===== src/rtl/ps2_pkg.sv =====
// ps2_pkg: shared PS/2 state enumeration and cycle-count helpers for host transmitter and receiver
package ps2_pkg;
  typedef enum logic [2:0] {IDLE, INHIBIT, REQ, SEND, ACK, RELEASE, DONE} ps2_state_t;
  function automatic int cycles_us(input int hz, input int us);
    return int'(longint'(hz) * longint'(us) / 64'sd1000000);
  endfunction
  function automatic int cycles_ms(input int hz, input int ms);
    return int'(longint'(hz) * longint'(ms) / 64'sd1000);
  endfunction
endpackage


===== src/rtl/ps2_sync_edge.sv =====
// ps2_sync_edge: 2-FF synchronisers for ps2 clk/data (reset to idle-high) plus ps2 clk falling-edge strobe; ports clk, reset(async low), ps2_clk_in, ps2_data_in -> clk_s, data_s, fall
module ps2_sync_edge (
  input  logic clk,
  input  logic reset,
  input  logic ps2_clk_in,
  input  logic ps2_data_in,
  output logic clk_s,
  output logic data_s,
  output logic fall
);
  logic [1:0] c_ff, d_ff;
  logic c_d;
  always_ff @(posedge clk or negedge reset)
    if (!reset) begin
      c_ff <= 2'b11;
      d_ff <= 2'b11;
      c_d <= 1'b1;
    end else begin
      c_ff <= {c_ff[0], ps2_clk_in};
      d_ff <= {d_ff[0], ps2_data_in};
      c_d <= c_ff[1];
    end
  assign clk_s = c_ff[1];
  assign data_s = d_ff[1];
  assign fall = c_d & ~c_ff[1];
endmodule


===== src/rtl/ps2_host_tx.sv =====
// ps2_host_tx: PS/2 host-to-device byte sender (inhibit, request, 11-bit frame, ack check); ports clk, reset(async low), tx_data/tx_valid/tx_ready, ps2_clk_in/ps2_data_in, ps2_clk_oe/ps2_data_oe (1 pulls low), tx_done/tx_ack_err/tx_timeout; watchdog enabled by PS2_HOST_TX_TIMEOUT_EN
module ps2_host_tx
  import ps2_pkg::*;
#(
  parameter int CLK_FREQ_HZ = 3250000,
  parameter int INHIBIT_US = 100,
  parameter int TIMEOUT_MS = 15
) (
  input  logic       clk,
  input  logic       reset,
  input  logic [7:0] tx_data,
  input  logic       tx_valid,
  output logic       tx_ready,
  input  logic       ps2_clk_in,
  input  logic       ps2_data_in,
  output logic       ps2_clk_oe,
  output logic       ps2_data_oe,
  output logic       tx_done,
  output logic       tx_ack_err,
  output logic       tx_timeout
);
  localparam int IC = cycles_us(CLK_FREQ_HZ, INHIBIT_US);
  localparam int CW = $clog2(IC + 1);
  ps2_state_t state, state_n;
  logic [CW-1:0] cnt, cnt_n;
  logic [3:0] n, n_n;
  logic [8:0] sh, sh_n;
  logic dq, dq_n, ack_err, ack_err_n;
  logic clk_s, data_s, fall, expire;
  ps2_sync_edge u_sync (
    .clk(clk),
    .reset(reset),
    .ps2_clk_in(ps2_clk_in),
    .ps2_data_in(ps2_data_in),
    .clk_s(clk_s),
    .data_s(data_s),
    .fall(fall)
  );
`ifdef PS2_HOST_TX_TIMEOUT_EN
  localparam int TC = cycles_ms(CLK_FREQ_HZ, TIMEOUT_MS);
  localparam int TW = $clog2(TC + 1);
  logic [TW-1:0] wd;
  logic to;
  always_ff @(posedge clk or negedge reset)
    if (!reset) begin
      wd <= '0;
      to <= 1'b0;
    end else if (tx_valid && tx_ready) begin
      wd <= '0;
      to <= 1'b0;
    end else if (expire) to <= 1'b1;
    else if (state != IDLE && state != DONE) wd <= wd + 1'b1;
  assign expire = state != IDLE && state != DONE && wd == TW'(TC - 1);
  assign tx_timeout = to;
`else
  assign expire = 1'b0;
  assign tx_timeout = 1'b0;
`endif
  always_ff @(posedge clk or negedge reset)
    if (!reset) begin
      state <= IDLE;
      cnt <= '0;
      n <= '0;
      sh <= '0;
      dq <= 1'b0;
      ack_err <= 1'b0;
    end else begin
      state <= state_n;
      cnt <= cnt_n;
      n <= n_n;
      sh <= sh_n;
      dq <= dq_n;
      ack_err <= ack_err_n;
    end
  always_comb begin
    state_n = state;
    cnt_n = cnt;
    n_n = n;
    sh_n = sh;
    dq_n = dq;
    ack_err_n = ack_err;
    case (state)
      IDLE: if (tx_valid) begin
        state_n = INHIBIT;
        cnt_n = '0;
        sh_n = {~^tx_data, tx_data};
        ack_err_n = 1'b0;
      end
      INHIBIT: begin
        cnt_n = cnt + 1'b1;
        state_n = cnt == CW'(IC - 1) ? REQ : INHIBIT;
      end
      REQ: begin
        state_n = SEND;
        dq_n = 1'b1;
        n_n = '0;
      end
      SEND: if (fall) begin
        n_n = n + 4'd1;
        dq_n = (n != 4'd9) & ~sh[0];
        sh_n = sh >> 1;
        state_n = n == 4'd9 ? ACK : SEND;
      end
      ACK: if (fall) begin
        ack_err_n = data_s;
        state_n = RELEASE;
      end
      RELEASE: state_n = clk_s && data_s ? DONE : RELEASE;
      default: state_n = IDLE;
    endcase
    if (expire) state_n = DONE;
  end
  assign tx_ready = state == IDLE;
  assign ps2_clk_oe = state == INHIBIT;
  assign ps2_data_oe = state == REQ || (state == INHIBIT && cnt == CW'(IC - 1)) || (state == SEND && dq);
  assign tx_done = state == DONE;
  assign tx_ack_err = ack_err;
endmodule


===== config.mk =====
export PLATFORM = sky130hd
export DESIGN_NAME = ps2_host_tx
export DESIGN_NICKNAME = d
export VERILOG_FILES = /design/src/rtl/ps2_pkg.sv /design/src/rtl/ps2_sync_edge.sv /design/src/rtl/ps2_host_tx.sv
export SDC_FILE = /design/constraint.sdc
export NUM_CORES = 1
export LEC_CHECK = 0
export ABC_AREA = 1
export CORE_AREA = 2 2 62 64
export CTS_CLUSTER_DIAMETER = 120
export DETAILED_ROUTE_END_ITERATION = 10
export DIE_AREA = 0 0 64 66
export PLACE_DENSITY = 0.86
export SYNTH_ARGS = -nofsm -noshare
export SYNTH_HDL_FRONTEND = slang
export SYNTH_SLANG_ARGS = --single-unit

===== constraint.sdc =====
create_clock -name clk -period 1.75 [get_ports clk]
set_input_delay 0.35 -clock clk [delete_from_list [all_inputs] [get_ports clk]]
set_output_delay 0.35 -clock clk [all_outputs]
set_load 0.1 [all_outputs]

==> results by stage, run 1 <==
Global routing:
- Entering global routing, the biggest net connects 33 pins.
- The first-pass GRT wire length is 7560 µm.
- The initial antenna violation count came to 0.
- After global routing the overflow that remains totals 0.
- The global router's overall resource usage is 0.234.
- The number of global-route vias before repair is 1,753.

Timing:
- For this run, the top clock speed supported by timing is 486 MHz.
- The worst-case setup margin in the final layout is -309 ps.
- The max-slew violation count is 0.
- The worst-case clock skew is 15.5 ps.
- The number of hold-slack violations in the final timing report is 0.
- After routing, the total negative slack on setup checks comes to -653 ps.
- Setup repair after global routing could not meet its margin everywhere.
- The final cycle utilization of the critical path is 1.18.
- After layout, the minimum clock period comes to 2060 ps.
- The count of endpoints failing setup in the final report is 4.

Run status:
- The flow ran to the end, but the final reports show violations.
- The final reports fail on negative setup slack.

Clock network:
- The total clock sinks is 32.
- Counting along the longest clock path gives a buffer depth of 2.
- The post-CTS clock slew at the launch and capture registers of the worst setup and hold paths is 100 ps.
- Clock tree synthesis inserted a total of 5 buffers.
- The clock tree from TritonCTS is yes.
- The total number of H-tree levels is 2.
- The clock insertion delay at the later pin of the skew report is 350 ps.
- Clock tree synthesis selected as its root buffer the cell clkbuf_4.
- Buffers inserted to repair hold after CTS numbered 0.

Min path:
- Along the worst hold path, the cell count comes to 0.
- The worst hold-check path type is reg -> reg.

Layout:
- The antenna diode count is 0.
- The net count reported at finish is 320.
- The area growth from synthesis to layout is 30.5%.
- The fraction of final layout cells sized beyond drive strength 1 is 0.224.

Synth:
- The sequential element share of the synthesized area is 0.429.
- The number of unique standard cell types used by synthesis is 28.
- Yosys printed 0 warnings.
- The post-synthesis cell count is 257.
- The number of nets in the synthesized netlist is 274.
- Summing every instance area after synthesis gives 0.00188 mm².
- The average size of a mapped cell is 7.32 µm².
- The number of synthesized register bits is 32.

Floorplanning:
- 19 I/O pins were placed.
- For this configuration, the core starts out at a cell density of 0.530.
- The vertical die dimension is 66 µm.
- The die is 64 µm wide.
- The floorplan step defined a die boundary enclosing 0.00422 mm².
- The area of the placeable core is 0.00355 mm².
- The number of cell rows is 22.

Power and ir drop:
- Power spread over the standard cell area amounts to 1200 mW/mm².
- In this run the static leakage power is 1.26 nW.
- Across the VDD grid, the largest voltage drop is 0.849 mV.

Placed design:
- The count of buffers from port buffering is 17.
- The pre-CTS setup slack is 53.0 ps.
- The final weighted congestion in routability-driven placement is 0.831.
- The HPWL after detailed placement is 2820 µm.

Critical path:
- The path type of the worst setup path is reg -> reg.
- The data required time of the worst path is 2030 ps.
- The critical-path maximum fanout is 5.
- The type of element launching the critical path is a register.
- The worst setup path is captured at a register.
- Data arrives at the worst endpoint at 2340 ps.
- The worst register-to-register path has a depth of 16.

Run:
- The number of violations of the max-capacitance limit is 0.

Routing:
- Before antenna repair, the detailed router went through 6 iterations.
- The detailed router finished its first iteration with 130 violations.
- The average detailed-routed wire length per instance is 13.0 µm.
- For this block, the via count after detailed routing is 1,874.
- For this block, the routed nets add up to 4560 µm of wire.
- The via density per instance is 5.32.
- After detailed routing, the number of remaining DRC violations is 0.
- The remaining antenna violation count after routing is 0.
==> metal layers <==
metal / part of all wire / up-vias / GRT usage
li1: - / 902 / -
met2: 0.51 / 76 / 0.411
met4: 0.038 / 0 / 0.125
met1: 0.40 / 876 / 0.258
met3: 0.060 / 20 / 0.0596
met5: 0 / - / 0
==> worst paths after layout <==
kind | start | end | slack [ps]
max in group asynchronous | reset | u_sync.d_ff[0]$_DFF_PN1_ | 1030
hold reg to reg | u_sync.c_ff[0]$_DFF_PN1_ | u_sync.c_ff[1]$_DFF_PN1_ | 360
setup reg to reg | cnt[4]$_DFFE_PN0P_ | state[0]$_DFFE_PN0P_ | -310
hold / removal | u_sync.c_ff[0]$_DFF_PN1_ | u_sync.c_ff[1]$_DFF_PN1_ | 360
setup / recovery | cnt[4]$_DFFE_PN0P_ | state[0]$_DFFE_PN0P_ | -310
min in group asynchronous | reset | sh[6]$_DFFE_PN0P_ | 390
==> layout make-up <==
| cell class | instances | area (µm²) |
|---|---|---|
| inverters | 37 | 144 |
| well taps | 48 | 60.1 |
| flip-flops and latches | 32 | 810 |
| repair buffers | 44 | 443 |
| fillers | 246 | 1090 |
| clock inverters | 1 | 5.00 |
| multi-input cells | 183 | 950 |
| clock buffers | 7 | 45.0 |
==> sequential cells by signal, summed over array words and instances (netlist names) <==
register and flops:
n 4, state 3, sh 9, cnt 9, u_sync.c_ff 2, dq 1, tx_ack_err 1, u_sync.c_d 1
u_sync.d_ff 2
==> logic make-up (layout without fill, tap and decap cells) <==
kind of cell / Yosys count / after routing / share of synthesized area
compound gates: 41 / 41 / 0.125
fa+ha+maj: 4 / 4 / 0.0266
buf+inv: 42 / 89 / 0.104
flops: 32 / 32 / 0.429
other cells: 1 / 1 / 0.00199
simple gates: 137 / 137 / 0.314
==> stage by stage <==
stage	instance area, µm²	hold slack, ps	instances	power [mW]	util
global route	2460	369	352	3.13	0.692
detailed placement	2160	349	323	2.17	0.607
finish	2460	360	352	2.95	0.692
CTS	2330	363	345	2.73	0.658
global placement	2160	347	323	2.12	0.607
floorplan	1890	54.4	257	1.80	-
==> cells in the mapped netlist (all sizes together) <==
cell type,number,area [µm²]
inv,37,139
nand3,18,95.1
dfstp,5,131
a21oi,14,73.8
dfrtp,27,676
nor2,25,106
nor3,3,15.0
ha,4,50.1
o21ai,17,88.8
conb,1,3.75
o22ai,1,6.26
nand2,86,343
buf,5,56.3
nand4,5,31.3
o211ai,1,7.51
o21a,7,52.6
a31oi,1,6.26
==> cell usage in the layout (no fill, tap or decap), drive strengths merged <==
cell type and count:
buf 31, clkinv 1, o22ai 1, o211ai 1
ha 4, nand4 5, clkbuf 8, dfrtp 27
a21oi 14, nand2 86, conb 1, inv 37
o21ai 17, nor2 25, dfstp 5, nand3 18
clkdlybuf4s50 12, o21a 7, nor3 3, a31oi 1
==> report_power, final <==
part	internal [mW]	leakage, nW	switching (mW)
logic	0.620	0.844	0.867
registers	0.921	0.391	0.139
clock network	0.156	0.0293	0.247
total	1.70	1.26	1.25
==> critical path: stages (launching register included) <==
cell	delay, ps
dfrtp_1	440
inv_1	110
nand2_1	130
nor2_4	50
buf_4	120
buf_4	120
buf_4	120
buf_4	120
buf_4	120
buf_4	120
buf_4	120
buf_4	120
nand2_1	60
nand2_1	60
nand3_2	60
nand2_1	50
nand2_1	50
==> repair_timing <==
item	4_1_cts	5_1_grt
pin swaps	6	6
resized for setup	9	19
setup buffers	14	8
setup endpoints to repair	4	5
Note: power is estimated with default switching activity, not from simulation.
==> run 2, diff against run 1 <==
--- a/config.mk
+++ b/config.mk
@@ -6,11 +6,12 @@
 export NUM_CORES = 1
 export LEC_CHECK = 0
 export ABC_AREA = 1
-export CORE_AREA = 2 2 62 64
+export CORE_AREA = 3 3 63 65
 export CTS_CLUSTER_DIAMETER = 120
 export DETAILED_ROUTE_END_ITERATION = 10
-export DIE_AREA = 0 0 64 66
+export DIE_AREA = 0 0 66 68
 export PLACE_DENSITY = 0.86
+export SETUP_SLACK_MARGIN = 0.3
 export SYNTH_ARGS = -nofsm -noshare
 export SYNTH_HDL_FRONTEND = slang
 export SYNTH_SLANG_ARGS = --single-unit
==> run 2 against run 1 <==
The run still ends with negative setup slack left. Worst hold slack hardly changed. Critical path depth shrank 11. Global-route usage decreased by 3.3 points. Final area is 9.7% higher. Highest routed layer unchanged.
==> results by stage, run 2 (same netlist as run 1, synthesis figures left out) <==
Critical path:
- The end of the worst register-to-register path is cnt[8]$_DFFE_PN0P_ (was state[0]$_DFFE_PN0P_).
- The register-to-register setup slack is 210 ps (was -310 ps).
- The path type of the worst setup path is reg -> out (was reg -> reg).
- The type of element launching the critical path is a register (unchanged).
- The critical path's slowest cell is dfrtp_1 (unchanged).
- The delay of the slowest cell on the worst path is 420 ps (was 440 ps).
- The data arrival time of the critical path was 1720 ps (was 2340 ps).
- The worst setup path endpoint is ps2_data_oe (was state[0]$_DFFE_PN0P_).
- The critical-path maximum fanout is 4 (was 5).
- The startpoint of the worst register-to-register path is cnt[1]$_DFFE_PN0P_ (was cnt[4]$_DFFE_PN0P_).
- The cell depth of the worst flop-to-flop path came to 8 (was 16).
- Cell chain of the critical path: inv_2, nor2_1, nand2_1, o211ai_1, clkbuf_16 (was inv_1, nand2_1, nor2_4, buf_4, buf_4, buf_4, buf_4, buf_4, buf_4, buf_4, buf_4, nand2_1, nand2_1, nand3_2, nand2_1, nand2_1).
- The kind of capture point of the worst setup path was an output port (was register).
- The data required time of the worst path is 1400 ps (was 2030 ps).
- The critical path launch point is state[1]$_DFFE_PN0P_ (was cnt[4]$_DFFE_PN0P_).

Power and ir drop:
- The power per cell area is 1260 mW/mm² (was 1200 mW/mm²).
- The highest ir drop seen on vdd is 0.972 mV (was 0.849 mV).
- The total power is 3.39 mW (was 2.95 mW).
- The standby leakage power is 1.31 nW (was 1.26 nW).

Routing:
- The total length of routed wires was 5190 µm (was 4560 µm).
- The number of vias after detailed routing is 1,935 (was 1,874).
- The count of TritonRoute iterations in the first routing pass is 6 (unchanged).
- The via density per instance is 5.50 (was 5.32).
- The remaining antenna violation count after routing was 0 (unchanged).
- The average detailed-routed wire length per instance is 14.7 µm (was 13.0 µm).
- The initial DRC count is 172 (was 130).
- The DRC violation count after routing is 0 (unchanged).

Layout:
- The leading cell type in the layout, fill and taps excluded is nand2_1 (unchanged).
- The net count reported at finish was 322 (was 320).
- Registers with the most flip-flops: cnt: 9 flops, sh: 9 flops, n: 4 flops (unchanged).
- The area growth from synthesis to layout came to 43.2% (was 30.5%).
- The antenna diode count came to 0 (unchanged).
- Most used cells in the layout excluding fill and tap cells: nand2_1 (76), inv_1 (30), dfrtp_1 (25), buf_4 (19), nand3_1 (13) (was nand2_1 (79), inv_1 (33), dfrtp_1 (25), buf_4 (24), nor2_1 (19)).
- The core occupancy in the finished layout was 0.795 (was 0.692).
- The fraction of final layout cells sized beyond drive strength 1 came to 0.310 (was 0.224).
- The filler-free cell count of the finished design came to 352 (unchanged).

Global routing:
- The initial antenna violation count is 0 (unchanged).
- The first-pass GRT wire length came to 7010 µm (was 7560 µm).
- The total congestion overflow after global routing is 0 (unchanged).
- The number of global-route vias before repair is 1,711 (was 1,753).
- The largest net degree at the start of global routing came to 33 (unchanged).
- The global router's overall resource usage is 0.201 (was 0.234).

Clock network:
- The clock tree from TritonCTS was yes (unchanged).
- The total clock sinks is 32 (unchanged).
- The total clock buffers created by CTS is 5 (unchanged).
- The largest buffer count on any clock path is 2 (unchanged).
- The clock root buffer is clkbuf_4 (unchanged).
- The post-CTS clock slew at the launch and capture registers of the worst setup and hold paths is 110 ps (was 100 ps).
- The number of buffers inserted for hold repair after clock tree synthesis is 0 (unchanged).
- The clock insertion delay at the later pin of the skew report came to 340 ps (was 350 ps).
- The total number of H-tree levels came to 2 (unchanged).

Floorplanning:
- The vertical die dimension is 68 µm (was 66 µm).
- The x dimension of the die is 66 µm (was 64 µm).
- The number of cell rows was 21 (was 22).
- The initial core utilization was 0.555 (was 0.530).
- The top-level port count came to 19 (unchanged).
- The area of the placeable core came to 0.00339 mm² (was 0.00355 mm²).
- The area of the die was 0.00449 mm² (was 0.00422 mm²).

Min path:
- The worst hold-check path type is reg -> reg (unchanged).

Timing:
- The worst-case clock skew is 15.0 ps (was 15.5 ps).
- The final cycle utilization of the critical path is 1.18 (about the same).
- The count of endpoints failing setup in the final report was 2 (was 4).
- The minimum clock period after layout was 2070 ps (was 2060 ps).
- The worst-case setup margin in the final layout is -320 ps (was -309 ps).
- RSZ-0062 raised after global routing: yes (unchanged).
- The setup TNS was -329 ps (was -653 ps).
- The upper clock frequency limit is 483 MHz (was 486 MHz).
- The max-slew violation count is 0 (unchanged).
- The number of hold-slack violations in the final timing report is 0 (unchanged).

Placed design:
- The detailed-placement wirelength estimate was 2850 µm (was 2820 µm).
- The cell count after placement came to 320 (was 323).
- The count of buffers from port buffering was 17 (unchanged).
- The final weighted congestion in routability-driven placement is 0.920 (was 0.831).

Run status:
- Status: finished with violations (unchanged).
- Violated checks: negative setup slack (unchanged).

Run:
- The number of violations of the max-capacitance limit is 0 (unchanged).
[run 2: changes by cell type in the layout (fill, tap and decap cells not counted), sizes merged]
cell	delta
nand2	+1
buf	+1
[run 2: critical path: cells and delay by family, from the launching register on]
| kind | cells | cell delay, ps |
|---|---|---|
| flops | 1 | 420 |
| simple gates | 2 | 400 |
| buf+inv | 2 | 360 |
| compound gates | 1 | 200 |
[run 2: how the worst min path moves through the flow]
stage | start | to | cells past startpoint
after floorplan | reset | cnt[0]$_DFFE_PN0P_ | 0
after global placement | u_sync.d_ff[0]$_DFF_PN1_ | u_sync.d_ff[1]$_DFF_PN1_ | 0
after detailed placement | u_sync.d_ff[0]$_DFF_PN1_ | u_sync.d_ff[1]$_DFF_PN1_ | 0
after CTS | u_sync.d_ff[0]$_DFF_PN1_ | u_sync.d_ff[1]$_DFF_PN1_ | 0
after global routing | u_sync.c_ff[0]$_DFF_PN1_ | u_sync.c_ff[1]$_DFF_PN1_ | 0
final | u_sync.d_ff[0]$_DFF_PN1_ | u_sync.d_ff[1]$_DFF_PN1_ | 0
[run 2: layer usage]
layer | vias to the layer above | GRT usage | share of wire
li1 | 916 | - | -
met1 | 930 | 0.229 | 0.39
met2 | 76 | 0.377 | 0.54
met3 | 13 | 0.0394 | 0.050
met4 | 0 | 0.0685 | 0.019
met5 | - | 0 | 0
[run 2: report_power, final]
group | total, mW | switching [mW] | internal, mW
clock | 0.409 | 0.253 | 0.156
sequential | 1.09 | 0.173 | 0.921
combinational | 1.88 | 1.07 | 0.817
total | 3.39 | 1.49 | 1.89
[run 2: what timing repair did]
action,CTS,global route
pin swaps,3,9
setup buffers,9,14
gates resized for setup,14,46
cloned,0,1
endpoints found under the setup margin,13,26
[run 2: through the flow]
stage	instance area, µm²	hold WS (ps)	setup WS, ps
after floorplan	1940	54.4	-823
after global placement	2200	346	118
after detailed placement	2200	347	24.7
after CTS	2370	360	-201
after global routing	2700	369	-379
final	2700	360	-320
[run 2: final cells by class]
type,count,area [µm²]
multi-input combinational,184,1130
sequential,32,810
fill,202,694
timing repair buffer,45,495
inverter,37,149
tap,46,57.6
clock buffer,7,45.0
clock inverter,1,5.00
==> run 3, diff against run 2 <==
--- a/config.mk
+++ b/config.mk
@@ -6,11 +6,11 @@
 export NUM_CORES = 1
 export LEC_CHECK = 0
 export ABC_AREA = 1
-export CORE_AREA = 3 3 63 65
+export CORE_AREA = 3 3 73 75
 export CTS_CLUSTER_DIAMETER = 120
 export DETAILED_ROUTE_END_ITERATION = 10
-export DIE_AREA = 0 0 66 68
-export PLACE_DENSITY = 0.86
+export DIE_AREA = 0 0 76 78
+export PLACE_DENSITY = 0.69
 export SETUP_SLACK_MARGIN = 0.3
 export SYNTH_ARGS = -nofsm -noshare
 export SYNTH_HDL_FRONTEND = slang
==> run 3 against run 2 <==
Critical path type unchanged. Largest power group unchanged. Critical path depth unchanged. Via count shrank 8.9%. Highest routed layer unchanged. Critical endpoint unchanged. The flow still finishes with violations (negative setup slack). Non-clock buffer count grew 1.
==> results by stage, run 3 (same netlist as run 1, synthesis figures left out) <==
Layout:
- The leading cell type in the layout, fill and taps excluded is nand2_1 (unchanged).
- The fraction of final layout cells sized beyond drive strength 1 came to 0.313 (was 0.310).
- The net count reported at finish is 323 (was 322).
- The antenna diode count is 0 (unchanged).
- Registers with the most flip-flops: cnt: 9 flops, sh: 9 flops, n: 4 flops (unchanged).
- Most used cells in the layout excluding fill and tap cells: nand2_1 (76), inv_1 (31), dfrtp_1 (25), buf_4 (23), nand3_1 (15) (was nand2_1 (76), inv_1 (30), dfrtp_1 (25), buf_4 (19), nand3_1 (13)).
- The final-layout fill cell count is 383 (was 202).
- The finished layout cell area came to 0.00272 mm² (was 0.00270 mm²).
- The area growth from synthesis to layout is 44.7% (was 43.2%).

Floorplanning:
- The area of the placeable core is 0.00472 mm² (was 0.00339 mm²).
- The area of the die came to 0.00593 mm² (was 0.00449 mm²).
- The initial core utilization is 0.398 (was 0.555).
- The top-level port count is 19 (unchanged).
- The vertical die dimension came to 78 µm (was 68 µm).
- The x dimension of the die is 76 µm (was 66 µm).
- The number of cell rows was 25 (was 21).

Global routing:
- The largest net degree at the start of global routing is 33 (unchanged).
- The number of global-route vias before repair came to 1,710 (was 1,711).
- The fraction of met3 tracks used by global routing is 0.0499 (was 0.0394).
- The met1 layer usage reported by global route is 0.166 (was 0.229).
- The initial antenna violation count is 0 (unchanged).
- The global router's overall resource usage is 0.147 (was 0.201).
- The first-pass GRT wire length is 7070 µm (was 7010 µm).
- The total congestion overflow after global routing came to 0 (unchanged).
- The met2 track utilization from global routing is 0.252 (was 0.377).
- The global-route layer with the greatest usage is met2 (unchanged).

Critical path:
- The path type of the worst setup path is reg -> out (unchanged).
- The end of the worst register-to-register path is state[0]$_DFFE_PN0P_ (was cnt[8]$_DFFE_PN0P_).
- The type of element launching the critical path is a register (unchanged).
- The data required time of the worst path came to 1400 ps (about the same).
- The cell depth of the worst flop-to-flop path came to 14 (was 8).
- The register-to-register setup slack is -30 ps (was 210 ps).
- The critical path launch point was state[2]$_DFFE_PN0P_ (was state[1]$_DFFE_PN0P_).
- The data arrival time of the critical path is 1630 ps (was 1720 ps).
- The kind of capture point of the worst setup path is an output port (unchanged).
- The startpoint of the worst register-to-register path is cnt[4]$_DFFE_PN0P_ (was cnt[1]$_DFFE_PN0P_).
- The critical-path maximum fanout was 4 (unchanged).

Power and ir drop:
- The power per cell area is 1300 mW/mm² (was 1260 mW/mm²).
- The standby leakage power came to 1.32 nW (was 1.31 nW).
- The highest ir drop seen on vdd was 0.960 mV (was 0.972 mV).

Timing:
- The final cycle utilization of the critical path came to 1.13 (was 1.18).
- The number of hold-slack violations in the final timing report is 0 (unchanged).
- RSZ-0062 raised after global routing: yes (unchanged).
- The minimum clock period after layout is 1980 ps (was 2070 ps).
- The worst-case setup margin in the final layout came to -235 ps (was -320 ps).
- The max-slew violation count came to 0 (unchanged).
- The final hold slack came to 356 ps (was 360 ps).
- The worst-case clock skew is 8.20 ps (was 15.0 ps).
- The count of endpoints failing setup in the final report is 3 (was 2).
- The upper clock frequency limit is 504 MHz (was 483 MHz).

Placed design:
- The detailed-placement wirelength estimate was 2620 µm (was 2850 µm).
- The final weighted congestion in routability-driven placement came to 0.829 (was 0.920).
- The instance area at placement came to 0.00224 mm² (was 0.00220 mm²).
- The count of buffers from port buffering is 17 (unchanged).

Clock network:
- The clock root buffer is clkbuf_8 (was clkbuf_4).
- The post-CTS clock slew at the launch and capture registers of the worst setup and hold paths is 70 ps (was 110 ps).
- The clock insertion delay at the later pin of the skew report was 290 ps (was 340 ps).
- The total clock buffers created by CTS is 5 (unchanged).
- The total clock sinks came to 32 (unchanged).
- The total number of H-tree levels is 2 (unchanged).
- The number of buffers inserted for hold repair after clock tree synthesis is 0 (unchanged).
- The largest buffer count on any clock path is 2 (unchanged).
- The clock tree from TritonCTS is yes (unchanged).

Routing:
- The remaining antenna violation count after routing came to 0 (unchanged).
- The number of vias after detailed routing is 1,763 (was 1,935).
- The average detailed-routed wire length per instance came to 11.9 µm (was 14.7 µm).
- The initial DRC count is 124 (was 172).
- The count of TritonRoute iterations in the first routing pass is 4 (was 6).
- The via density per instance was 4.71 (was 5.50).
- The total length of routed wires is 4450 µm (was 5190 µm).
- The DRC violation count after routing is 0 (unchanged).

Min path:
- The number of cells traversed by the worst hold path was 0 (unchanged).
- The start point of the worst min-delay path is u_sync.c_ff[0]$_DFF_PN1_ (was u_sync.d_ff[0]$_DFF_PN1_).
- The terminating pin of the worst hold path is u_sync.c_ff[1]$_DFF_PN1_ (was u_sync.d_ff[1]$_DFF_PN1_).
- The worst hold-check path type is reg -> reg (unchanged).

Run status:
- Violated checks: negative setup slack (unchanged).
- Status: finished with violations (unchanged).

Run:
- The number of violations of the max-capacitance limit came to 0 (unchanged).
==> run 3: cell types whose count changed in the layout (fill, tap and decap cells not counted), moves of 2 or more <==
cell | before | now
nor2_4 | 12 | 10
clkbuf_1 | 2 | 0
clkbuf_4 | 5 | 0
nand3_1 | 13 | 15
clkbuf_8 | 0 | 5
nand3_2 | 4 | 2
nor2_2 | 1 | 3
buf_12 | 7 | 4
o21ai_1 | 8 | 6
buf_4 | 19 | 23
==> run 3: worst max-delay path, stage by stage, from the launching register on <==
cell	delay [ps]
dfrtp_2	450
buf_4	170
nor2_1	170
nand2_1	140
o211ai_1	160
clkbuf_16	260
==> run 3: how the worst max path moves through the flow <==
stage             endpoint  slack, ps  cells past startpoint
4_1_cts        ps2_data_oe       -160                      7
6_report       ps2_data_oe       -230                      5
2_1_floorplan  ps2_data_oe       -820                      5
5_1_grt        ps2_data_oe       -320                      5
3_5_place_dp   ps2_data_oe         90                      7
3_3_place_gp   ps2_data_oe        100                      7
==> run 3: final cells by class <==
type / count / area, µm² / area share
multi-input cells: 184 / 1110 / 0.408
flip-flops and latches: 32 / 810 / 0.297
repair buffers: 46 / 465 / 0.171
inverters: 37 / 141 / 0.0519
well taps: 67 / 83.8 / 0.0308
clock buffers: 5 / 68.8 / 0.0253
clock inverters: 3 / 42.5 / 0.0156
==> run 3: report_power, final <==
part | switching [mW] | total [mW] | internal, mW
registers | 0.157 | 1.08 | 0.923
logic | 0.999 | 1.76 | 0.761
clock network | 0.287 | 0.708 | 0.421
==> run 3: metal layers <==
layer  wire length [µm]  vias to the layer above
met1               1960                      814
met3                156                        8
met4                 94                        0
met2               2250                       26
met5                  0                        -
li1                   -                      915
==> run 3: repair_timing <==
action,in CTS,in global routing
setup buffers,12,10
endpoints found under the setup margin,4,28
gates resized for setup,9,39
pin swaps,4,9
gates cloned,0,1
==> run 3: per-stage QoR <==
stage	TNS, ps	util	power, mW	cells	worst slack, ps
6_report	-312	0.576	3.55	374	-235
5_1_grt	-556	0.576	3.75	374	-315
4_1_cts	-159	0.525	3.14	363	-159
3_5_place_dp	0	0.474	2.25	343	85.6
3_3_place_gp	0	0.474	2.23	343	96.6
2_1_floorplan	-1280	-	1.89	257	-823
==> RTL change, RTL diff (settings of run 1) <==
Set the parameter `INHIBIT_US` to 50 (it was 100).
--- a/src/rtl/ps2_host_tx.sv
+++ b/src/rtl/ps2_host_tx.sv
@@ -5,3 +5,3 @@
   parameter int CLK_FREQ_HZ = 3250000,
-  parameter int INHIBIT_US = 100,
+  parameter int INHIBIT_US = 50,
   parameter int TIMEOUT_MS = 15
Function: no difference found for any inputs over 10 cycles, from zero or initial values and one cycle with reset low; that may be too few to reach the edited logic, so the function may still have changed.
==> RTL change against run 1 <==
- the flow still finishes with violations (negative setup slack)
- area after synthesis shrank 7.7%
- maximum frequency increased by 6.5%
- wire length decreased by 14%
- critical path type is now flip-flop to primary output
- global-route usage fell by 2.3 points
- largest cell class unchanged
- total power increased by 3.1%
- clock power is essentially flat
- cell area down 7.8%
- sequential cell count is 1 lower
- setup slack improved by 0.13 ns
- first-iteration DRC count down 11%
==> RTL change: results (changes against run 1) <==
metric;value;unit;change
status;finished with violations;;unchanged
failing checks;negative setup slack;;unchanged
pre-CTS setup slack;0.0812;ns;was 0.0530 ns
inverter count;42;;was 37
share of layout cells above drive strength 1;20.7;%;was 22.4%
HPWL after DPL;2.58;mm;was 2.82 mm
R2R Setup Slk;0.06;ns;was -0.31 ns
Cells after DPL;300;;was 323
largest net degree at the start of global routing;32;;was 33
Worst path top cell family by delay;flip-flops;;was buffers and inverters
first-pass GRT wire length;6.80;mm;was 7.56 mm
Final non-clock buffer share;16.5;%;was 18.0%
Mapped Avg Cell Area;7.45;um2;was 7.32 um2
#MultiIn Comb;157;;was 183
register bit total from synthesis;31;;was 32
sequential fraction of total cell area;34.6;%;was 33.0%
Reg area;783;um2;was 810 um2
nets;291;;was 320
M1 GR Usage;23.8;%;was 25.8%
Vias;1677;;was 1874
area of the multi-input gates;833;um2;was 950 um2
placed cell area;0.00205;mm2;was 0.00216 mm2
initial antenna violation count;0;;unchanged
CP Max Fanout;2;;was 5
Setup TNS;-0.251;ns;was -0.653 ns
critical path's largest stage delay;0.40;ns;was 0.44 ns
most frequent cells after synthesis;nand2_1, inv_1, dfrtp_1;;unchanged
met3 Track Usage GR;4.94;%;was 5.96%
met3 routed WL;235;um;was 273 um
Largest regs;sh (9), cnt (8), n (4);;was cnt (9), sh (9), n (4)
GPL Wtd Cong;0.783;;was 0.831
WHS;0.360;ns;about the same
Setup Skew;0.00596;ns;was 0.0155 ns
met2 routed WL;1.94;mm;was 2.31 mm
Synth cell types;24;;was 28
DR iter-0 viols;116;;was 130
post-synth net total;250;;was 274
crit path DAT;1.58;ns;was 2.34 ns
Leak Pwr;0.00115;uW;was 0.00126 uW
wire per inst;12.1;um;was 13.0 um
setup ws final;-0.183;ns;was -0.309 ns
total track usage;21.1;%;was 23.4%
vias in the first global route;1630;;was 1753
Final Setup Violations;3;;was 4
TritonRoute pass-1 iters;4;;was 6
Clock buf/inv share;2.21;%;was 2.04%
GR Util met2;36.3;%;was 41.1%
VDD IR max;0.000597;V;was 0.000849 V
bufs w/o clock;37;;was 44
## RTL change: report_power, final
group / internal (uW) / switching, uW / total [uW]
Sequential: 933 / 145 / 1080
Combinational: 614 / 947 / 1560
Clock: 156 / 248 / 404
## RTL change: logic make-up after synthesis
family,synth area share [%]
AOI/OAI and AO/OA,12.8
adders and majority gates,2.88
DFF,45.0
buffers and inverters,10.6
and+or+nand+nor,26.9
other,0.216
xor gates and xnor gates,1.51
## RTL change: how the worst max path moves through the flow
stage,slack [ns],startpoint,to,cells after the start
floorplan,-0.92,state[2],ps2_data_oe,5
global placement,0.15,cnt[1],ps2_data_oe,7
detailed placement,0.08,cnt[1],ps2_data_oe,7
CTS,-0.17,cnt[1],ps2_data_oe,7
global route,-0.26,cnt[1],ps2_data_oe,7
finish,-0.18,cnt[1],ps2_data_oe,7
## RTL change: what timing repair did
item,in CTS,in global routing
hold buffers,0,0
setup buffers,14,1
setup endpoints to repair,3,4
resized for setup,13,3
pin swaps,5,0
gates cloned,0,0
hold endpoints to repair,0,0
